==> config.mk <==
export PLATFORM = sky130hd
export DESIGN_NAME = uart_tx_arbiter
export DESIGN_NICKNAME = d
export VERILOG_FILES = /design/src/rtl/uart_tx_arbiter.sv
export SDC_FILE = /design/constraint.sdc
export NUM_CORES = 1
export LEC_CHECK = 0
export CAP_MARGIN = 20
export CORE_MARGIN = 2
export CORE_UTILIZATION = 40
export CTS_BUF_LIST = sky130_fd_sc_hd__clkbuf_4 sky130_fd_sc_hd__clkbuf_8
export DETAILED_ROUTE_END_ITERATION = 10
export GPL_TIMING_DRIVEN = 0
export PLACE_DENSITY = 0.72
export SLEW_MARGIN = 30
export SYNTH_ARGS = -nofsm -noshare
export SYNTH_HDL_FRONTEND = slang
export SYNTH_HIERARCHICAL = 1
export SYNTH_SLANG_ARGS = --single-unit
export TNS_END_PERCENT = 1
==> constraint.sdc <==
create_clock -name clk -period 2.3 [get_ports clk]
set_input_delay 0.69 -clock clk [delete_from_list [all_inputs] [get_ports clk]]
set_output_delay 0.69 -clock clk [all_outputs]
set_load 0.02 [all_outputs]
==> src/rtl/uart_tx_arbiter.sv <==
// uart_tx_arbiter: round-robin owner of a shared UART TX engine, one requester per whole message.
// Optional: define UART_ARB_CRLF_EN to append CR/LF after every completed message.

module uart_tx_arbiter_lane #(
   parameter int IDX = 0,
   parameter int GW  = 2
) (
   input  logic          valid,
   input  logic          above_ptr,
   input  logic [GW-1:0] grant_id,
   input  logic          accept_en,
   output logic          hi_req,
   output logic          ready
);
   localparam logic [GW-1:0] ID = GW'(IDX);

   assign hi_req = valid & above_ptr;
   assign ready  = accept_en & valid & (grant_id == ID);
endmodule

module uart_tx_arbiter #(
   parameter int NREQ        = 4,
   parameter int GAP_TIMEOUT = 1024
) (
   input  logic                    clk,
   input  logic                    rst_n,
   input  logic [NREQ-1:0]         req_valid,
   input  logic [8*NREQ-1:0]       req_data,
   input  logic [NREQ-1:0]         req_last,
   output logic [NREQ-1:0]         req_ready,
   output logic [7:0]              tx_data,
   output logic                    tx_start,
   input  logic                    tx_busy,
   output logic [$clog2(NREQ)-1:0] grant_id,
   output logic                    locked
);
   localparam int              GW      = $clog2(NREQ);
   localparam logic [15:0]     GAP_T   = 16'(GAP_TIMEOUT);
   localparam logic [GW-1:0]   LAST_ID = GW'(NREQ-1);

   typedef enum logic [2:0] {
      S_IDLE,
      S_ACCEPT,
      S_START,
      S_ACK,
      S_DRAIN
`ifdef UART_ARB_CRLF_EN
      , S_CR,
      S_LF
`endif
   } state_t;

   state_t          state, nxt;
   logic [GW-1:0]   rr_ptr, pick, next_ptr;
   logic [NREQ-1:0] above_ptr, hi_req;
   logic [15:0]     gap, gap_nxt;
   logic            last_q, accept_en, acc_go, timeout;
   logic            do_grant, do_accept, do_release, gap_inc;
   logic [7:0]      sel_byte;
   logic            sel_last;

`ifdef UART_ARB_CRLF_EN
   typedef enum logic [1:0] {PH_DATA, PH_CR, PH_LF} phase_t;
   phase_t ph;
   logic   ld_cr, ld_lf;
`endif

   // Requesters at or above rr_ptr get first pick; the rest are the wrap-around.
   assign above_ptr = ~((NREQ'(1) << rr_ptr) - NREQ'(1));
   assign accept_en = (state == S_ACCEPT) && !tx_busy;
   assign acc_go    = |req_ready;
   assign sel_byte  = req_data[{grant_id, 3'b000} +: 8];
   assign sel_last  = req_last[grant_id];
   assign next_ptr  = (grant_id == LAST_ID) ? '0 : grant_id + GW'(1);
   assign gap_nxt   = (gap == 16'hFFFF) ? gap : gap + 16'd1;
   assign timeout   = (gap_nxt >= GAP_T);

   for (genvar i = 0; i < NREQ; i++) begin : g_lane
      uart_tx_arbiter_lane #(.IDX(i), .GW(GW)) u_lane (
         .valid     (req_valid[i]),
         .above_ptr (above_ptr[i]),
         .grant_id  (grant_id),
         .accept_en (accept_en),
         .hi_req    (hi_req[i]),
         .ready     (req_ready[i])
      );
   end

   always_comb begin
      pick = '0;
      for (int i = NREQ-1; i >= 0; i--)
         if (req_valid[i]) pick = GW'(i);
      if (|hi_req)
         for (int i = NREQ-1; i >= 0; i--)
            if (hi_req[i]) pick = GW'(i);
   end

`ifdef UART_ARB_CRLF_EN
   assign tx_start = (state == S_START) || (state == S_CR) || (state == S_LF);
`else
   assign tx_start = (state == S_START);
`endif

   always_ff @(posedge clk or negedge rst_n) begin
      if (!rst_n) state <= S_IDLE;
      else        state <= nxt;
   end

   always_comb begin
      nxt        = state;
      do_grant   = 1'b0;
      do_accept  = 1'b0;
      do_release = 1'b0;
      gap_inc    = 1'b0;
`ifdef UART_ARB_CRLF_EN
      ld_cr      = 1'b0;
      ld_lf      = 1'b0;
`endif
      case (state)
         S_IDLE: begin
            if (|req_valid) begin
               do_grant = 1'b1;
               nxt      = S_ACCEPT;
            end
         end
         S_ACCEPT: begin
            if (acc_go) begin
               do_accept = 1'b1;
               nxt       = S_START;
            end else if (timeout) begin
               do_release = 1'b1;
               nxt        = S_IDLE;
            end else begin
               gap_inc = 1'b1;
            end
         end
         S_START: nxt = S_ACK;
         // Engine raises busy one cycle after start, so this cycle must not look at it.
         S_ACK:   nxt = S_DRAIN;
         S_DRAIN: begin
            if (!tx_busy) begin
               if (!last_q) begin
                  nxt = S_ACCEPT;
`ifdef UART_ARB_CRLF_EN
               end else if (ph == PH_DATA) begin
                  ld_cr = 1'b1;
                  nxt   = S_CR;
               end else if (ph == PH_CR) begin
                  ld_lf = 1'b1;
                  nxt   = S_LF;
`endif
               end else begin
                  do_release = 1'b1;
                  nxt        = S_IDLE;
               end
            end
         end
`ifdef UART_ARB_CRLF_EN
         S_CR:    nxt = S_ACK;
         S_LF:    nxt = S_ACK;
`endif
         default: nxt = S_IDLE;
      endcase
   end

   always_ff @(posedge clk or negedge rst_n) begin
      if (!rst_n) begin
         grant_id <= '0;
         locked   <= 1'b0;
         rr_ptr   <= '0;
         gap      <= '0;
         tx_data  <= 8'h00;
         last_q   <= 1'b0;
      end else begin
         if (do_grant) begin
            grant_id <= pick;
            locked   <= 1'b1;
         end
         if (do_release) begin
            locked <= 1'b0;
            rr_ptr <= next_ptr;
         end
         if (do_accept) begin
            tx_data <= sel_byte;
            last_q  <= sel_last;
         end
         if (do_accept || state == S_IDLE) gap <= '0;
         else if (gap_inc)                 gap <= gap_nxt;
`ifdef UART_ARB_CRLF_EN
         if (ld_cr) tx_data <= 8'h0D;
         if (ld_lf) tx_data <= 8'h0A;
`endif
      end
   end

`ifdef UART_ARB_CRLF_EN
   always_ff @(posedge clk or negedge rst_n) begin
      if (!rst_n)         ph <= PH_DATA;
      else if (do_accept) ph <= PH_DATA;
      else if (ld_cr)     ph <= PH_CR;
      else if (ld_lf)     ph <= PH_LF;
   end
`endif
endmodule

==> flow_summary.json, run 1 <==
{
  "status": "finished, violations left",
  "violations": "setup timing",
  "critPathMaxFanout": 4,
  "cts_buffer_depth": 2,
  "design.core.area_sq_um": 4755,
  "viasPerCell": 5.442,
  "dp_slack_ps": -901.1,
  "crit_required_ps": 2500,
  "ys_seq_area_frac": 0.4148,
  "drtAntennaViolNets": 0,
  "max_cap_viol_count": 0,
  "routabilityCongestion": 0.8079,
  "max_stage_delay_ps": 390,
  "worstSetupPathType": "reg -> reg",
  "htree_levels": 2,
  "fin_ws_ps": -75.25,
  "fillers": 415,
  "grt_pass1_wl_um": 8204,
  "synth_area_sq_um": 1991,
  "tns_ps": -494.3,
  "io_pins": 59,
  "final_cells": 326,
  "finalSetupViolCount": 8,
  "synthArstFlopShare": 1.000,
  "final_hold_viol_count": 0,
  "cts_tree": "built",
  "power_switching_mw": 1.145,
  "crit_path_cell_trace": "nor2_4 -> nand2_2 -> nor2_4 -> and4b_2 -> nor4_4 -> nand3_2 -> a31oi_4 -> buf_4 -> nand4_2 -> or3_1 -> a21oi_1",
  "pwr-share-comb": 0.549,
  "track_usage": 0.1927,
  "mostFrequentLayoutCell": "clkdlybuf4s50_1",
  "maxSlewHeadroom": 0.5200,
  "place_hpwl_um": 3503,
  "drc_errors": 0,
  "fin_crit_sh": 1.033,
  "io_buffers": 58,
  "wl_per_cell_um": 15.36,
  "finish.net_count": 304,
  "ir_drop_uv": 747.2,
  "via_count": 1774,
  "syn2layout_area_growth_pct": 47.14,
  "rsz0062_at_grt": "yes",
  "finalMaxSlewViolations": 0,
  "cts_made_buffers": 5,
  "power_density_nw_per_um2": 1018,
  "cpMaxStageDelayCell": "dfrtp_2",
  "swShare": 0.3842,
  "total_power_mw": 2.981,
  "row_count": 25,
  "drive_gt1_frac": 0.3243,
  "syn_inst": 181,
  "synthFlopType": "dfrtp_1",
  "dpl-instance-area_sq_um": 2684,
  "clkTransAtPathRegs_ps": 60,
  "die_x_um": 74.55,
  "drtPass1Iterations": 4,
  "crit_top_cell": "nor2_4",
  "max_freq_ghz": 0.4210,
  "grt_max_degree": 25,
  "p_seq_frac": 0.301,
  "gr-total-overflow": 0,
  "cp_top_family": "simple AND/OR/NAND/NOR gates",
  "p_clk_frac": 0.150,
  "synth_seq_cells": 33,
  "worstSkewPairLatency_ps": 280,
  "start_util": 0.4187,
  "die_h_um": 74.55,
  "tightestPinTransition_ps": 720.0,
  "cp.buffers_inverters": 1,
  "drt_iter0_markers": 90,
  "fin_util": 0.6161,
  "grt_pass1_vias": 1733,
  "antenna_found_initial": 0,
  "cellLeakagePower_nw": 1.183,
  "final_cell_mix": "47 x clkdlybuf4s50_1, 30 x dfrtp_1, 11 x buf_4, 10 x nor2_1, 10 x mux2_2",
  "root_buffer": "clkbuf_8",
  "period_minus_slack_ps": 2375,
  "skew_ps": 1.704,
  "min_path_type": "in -> async",
  "hold_ws_ps": 278.4,
  "synth_edf_count": 0,
  "die-area_sq_um": 5557,
  "cp-start-kind": "flop",
  "intPower_mw": 1.836,
  "avgSynthCellArea_sq_um": 11.00,
  "crit_path_end_kind": "flop",
  "holdBufCountCts": 0,
  "dp.cells": 307,
  "routed_wl_um": 5008,
  "synth_cell_type_count": 48,
  "arrival_ps": 2580,
  "num_antenna_cells": 0,
  "stdcell_area_sq_um": 2929,
  "syn_nets": 226,
  "cts_sinks": 33,
  "ys_warn_count": 6
}
## synthesized netlist by cell type, types with 2 or more instances
master     n  area [sq um]
o21ai_0    8         40.04
mux2i_1    2         20.02
o31ai_1    2         15.01
nor2b_1    7         43.79
inv_1      8         30.03
and4b_1    2         20.02
and3_4     2         22.52
or2_2      2         12.51
nor3_1     2         10.01
nor4_1     2         12.51
buf_1      2         7.510
nand2b_1   2         12.51
and3_1     2         12.51
nand4_1    6         37.54
nor2_1    12         45.04
ha_1       2         25.02
mux2_1     2         22.52
dfrtp_1   33         825.8
and2_1     5         31.28
buf_2      2         10.01
nand2_1    5         18.77
or3_1      7         43.79
mux4_2     9         202.7
nand3_1    9         45.04
mux2_2    10         112.6
and4_1     3         26.28
a31o_2     2         17.52
or4_1      2         15.01
a21oi_1   10         50.05
## kinds of logic after synthesis
logic type,share of synthesized area
mux,0.1798
compound gates,0.1201
other cells,0.001884
fa+ha+maj,0.01257
buf+inv,0.02389
simple gates,0.2426
flops,0.4148
xor+xnor,0.004401
## state kept, by name, summed over array words and instances, names as in the netlist
register and count:
tx_data 8, grant_id 2, gap 16, last_q 1
locked 1, rr_ptr 2, state 3
## power groups by stage
stage	logic [mW]	registers [mW]	clock network (mW)
2_1_floorplan	0.774	0.986	0
3_3_place_gp	1.34	0.899	0
3_5_place_dp	1.36	0.907	0
4_1_cts	1.56	0.883	0.457
5_1_grt	1.78	0.917	0.491
6_report	1.64	0.897	0.446
## final cells by class
type	instances	area, sq um	share of cell area
plain buffers	4	23.77	0.008116
clock buffers	7	90.09	0.03076
inverters	8	30.03	0.01025
multi-input cells	137	1226	0.4186
flip-flops and latches	33	829.5	0.2832
well taps	67	83.83	0.02862
repair buffers	70	645.6	0.2204
## final timing paths
path,startpoint,to,slack (ps),cells past startpoint
max,state[1]$_DFFE_PN0P_,gap[4]$_DFFE_PN0P_,-80,11
min,rst_n,gap[10]$_DFFE_PN0P_,280,1
max reg2reg,state[1]$_DFFE_PN0P_,gap[4]$_DFFE_PN0P_,-80,11
min reg2reg,tx_data[0]$_DFFE_PN0P_,tx_data[0]$_DFFE_PN0P_,510,1
max in group asynchronous,rst_n,state[1]$_DFFE_PN0P_,1600,2
min in group clk,tx_data[0]$_DFFE_PN0P_,tx_data[0]$_DFFE_PN0P_,510,1
## routing by layer
layer / up-vias / part of all wire / GRT usage
met5: - / 0 / 0
met3: 4 / 0.084 / 0.08130
met2: 69 / 0.49 / 0.3097
li1: 854 / - / -
met4: 0 / 0.0034 / 0.02778
met1: 847 / 0.42 / 0.2506
## what timing repair did
item	4_1_cts	5_1_grt
pin swaps	9	13
endpoints found under the setup margin	27	21
resized for setup	42	18
cloned	1	0
setup buffers	7	4
Power figures use the tool's default switching activity.
==> run 2, diff against run 1 <==
--- a/config.mk
+++ b/config.mk
@@ -12,7 +12,6 @@
 export DETAILED_ROUTE_END_ITERATION = 10
 export GPL_TIMING_DRIVEN = 0
 export PLACE_DENSITY = 0.72
-export SLEW_MARGIN = 30
 export SYNTH_ARGS = -nofsm -noshare
 export SYNTH_HDL_FRONTEND = slang
 export SYNTH_HIERARCHICAL = 1
==> run 2 against run 1 <==
  * Maximum frequency down 1.5%
  * Non-clock buffer count did not move
  * Largest power group unchanged
  * Total power increased by 0.28%
  * Cell count is the same
  * Die area is the same
  * Critical path depth is the same
  * Critical path type unchanged
  * Worst setup slack worse by 35 ps
  * The run still ends with setup timing left
==> flow_summary.json, run 2 (synthesis results as in run 1) <==
{
  "drc_errors": 0,
  "cellLeakagePower_nw": 1.163,
  "top_register": "gap",
  "crit_required_ps": 2450,
  "clkTransAtPathRegs_ps": 70,
  "gr-total-overflow": 0,
  "drtPass1Iterations": 5,
  "max_cap_viol_count": 0,
  "dpl-instance-area_sq_um": 2651,
  "track_usage": 0.1993,
  "io_buffers": 58,
  "start_util": 0.4187,
  "period_minus_slack_ps": 2410,
  "tightestPinTransition_ps": 749.6,
  "worstSetupPathType": "reg -> reg",
  "holdBufCountCts": 0,
  "syn2layout_area_growth_pct": 44.75,
  "timing.rr.start": "state[1]$_DFFE_PN0P_",
  "finalSetupViolCount": 8,
  "arrival_ps": 2560,
  "die_h_um": 74.55,
  "fin_crit_sh": 1.048,
  "skew_ps": 3.041,
  "fillers": 409,
  "cts_buffer_depth": 2,
  "design.core.area_sq_um": 4755,
  "dp.cells": 306,
  "die-area_sq_um": 5557,
  "final_cells": 326,
  "largest_register_ffs": 16,
  "routabilityCongestion": 0.8079,
  "fin_ws_ps": -110.2,
  "dp_slack_ps": -927.5,
  "cts_sinks": 33,
  "drive_gt1_frac": 0.3166,
  "final_hold_viol_count": 0,
  "antenna_found_initial": 0,
  "finalMaxSlewViolations": 0,
  "cts_made_buffers": 5,
  "die_x_um": 74.55,
  "ir_drop_uv": 748.8,
  "place_hpwl_um": 3454,
  "grt_pass1_wl_um": 8314,
  "htree_levels": 2,
  "worstSkewPairLatency_ps": 290,
  "routed_wl_um": 5076,
  "num_antenna_cells": 0,
  "worstSetupStartpoint": "state[1]$_DFFE_PN0P_",
  "maxSlewHeadroom": 0.5003,
  "rsz0062_at_grt": "yes",
  "root_buffer": "clkbuf_8",
  "final-seq-area_sq_um": 829.5,
  "power_density_nw_per_um2": 1037,
  "multi_input_area_sq_um": 1195,
  "io_pins": 59,
  "row_count": 25,
  "grt_max_degree": 34,
  "viasPerCell": 5.414,
  "drt_iter0_markers": 88,
  "stdcell_area_sq_um": 2882,
  "status": "finished, violations left",
  "via_count": 1765,
  "min_path_type": "in -> async",
  "reg_top3": "gap x16, tx_data x8, state x3",
  "cts_tree": "built",
  "ff2ff_setup_slack_ps": -110,
  "violations": "setup timing",
  "drtAntennaViolNets": 0,
  "wl_per_cell_um": 15.57,
  "hold_ws_ps": 465.5,
  "cp-start-kind": "flop",
  "crit_path_end_kind": "flop",
  "max_freq_ghz": 0.4149,
  "finish.net_count": 304,
  "critPathMaxFanout": 10,
  "grt_pass1_vias": 1791,
  "mostFrequentLayoutCell": "clkdlybuf4s50_1",
  "final_cell_mix": "47 x clkdlybuf4s50_1, 30 x dfrtp_1, 12 x buf_4, 10 x nor2_1, 10 x mux2_2"
}
[run 2: power breakdown]
part	leakage, nW	total (mW)	internal (mW)	switching [mW]
logic	0.694	1.64	0.839	0.799
registers	0.421	0.889	0.749	0.141
clock network	0.0477	0.463	0.249	0.213
[run 2: worst paths after layout]
path,endpoint,cells past startpoint
max,gap[7]$_DFFE_PN0P_,11
min,gap[14]$_DFFE_PN0P_,1
max reg2reg,gap[7]$_DFFE_PN0P_,11
min reg2reg,tx_data[2]$_DFFE_PN0P_,1
max in group asynchronous,state[2]$_DFFE_PN0P_,1
min in group clk,tx_data[2]$_DFFE_PN0P_,1
[run 2: cell type report]
class,count,share of cell area
Buffer,4,0.008250
Clock buffer,7,0.03126
Inverter,8,0.01042
Multi-Input combinational cell,137,0.4147
Sequential cell,33,0.2879
Tap cell,67,0.02909
Timing Repair Buffer,70,0.2184
[run 2: worst max-delay path, stage by stage, from the launching register on]
cell	delay [ps]
dfrtp_2	410
nor2_4	50
nand2_2	90
nor2_4	50
and4b_2	240
nor4_4	400
nand3_2	170
a31oi_4	210
nand4_4	150
buf_6	180
o31ai_2	230
a21oi_2	90
[run 2: through the flow]
stage	setup TNS [ps]	utilization	total power [mW]
after detailed placement	-18310	0.5576	2.255
after CTS	-1091	0.6029	2.947
after global routing	-1832	0.6061	3.183
after global placement	-22930	0.5587	2.237
after floorplan	-559.5	-	1.760
final	-790.5	0.6061	2.989
[run 2: timing repair]
item                                    4_1_cts  5_1_grt
pin swaps                                    11       12
gates cloned                                  1        0
endpoints found under the setup margin       27       22
gates resized for setup                      43       12
hold endpoints to repair                      0        0
buffers inserted                              9        3
[run 2: per-layer routing]
layer / GRT usage / vias to the layer above / share of wire
li1: - / 856 / -
met1: 0.2472 / 840 / 0.43
met2: 0.3137 / 62 / 0.48
met3: 0.07588 / 7 / 0.074
met4: 0.08135 / 0 / 0.016
met5: 0 / - / 0
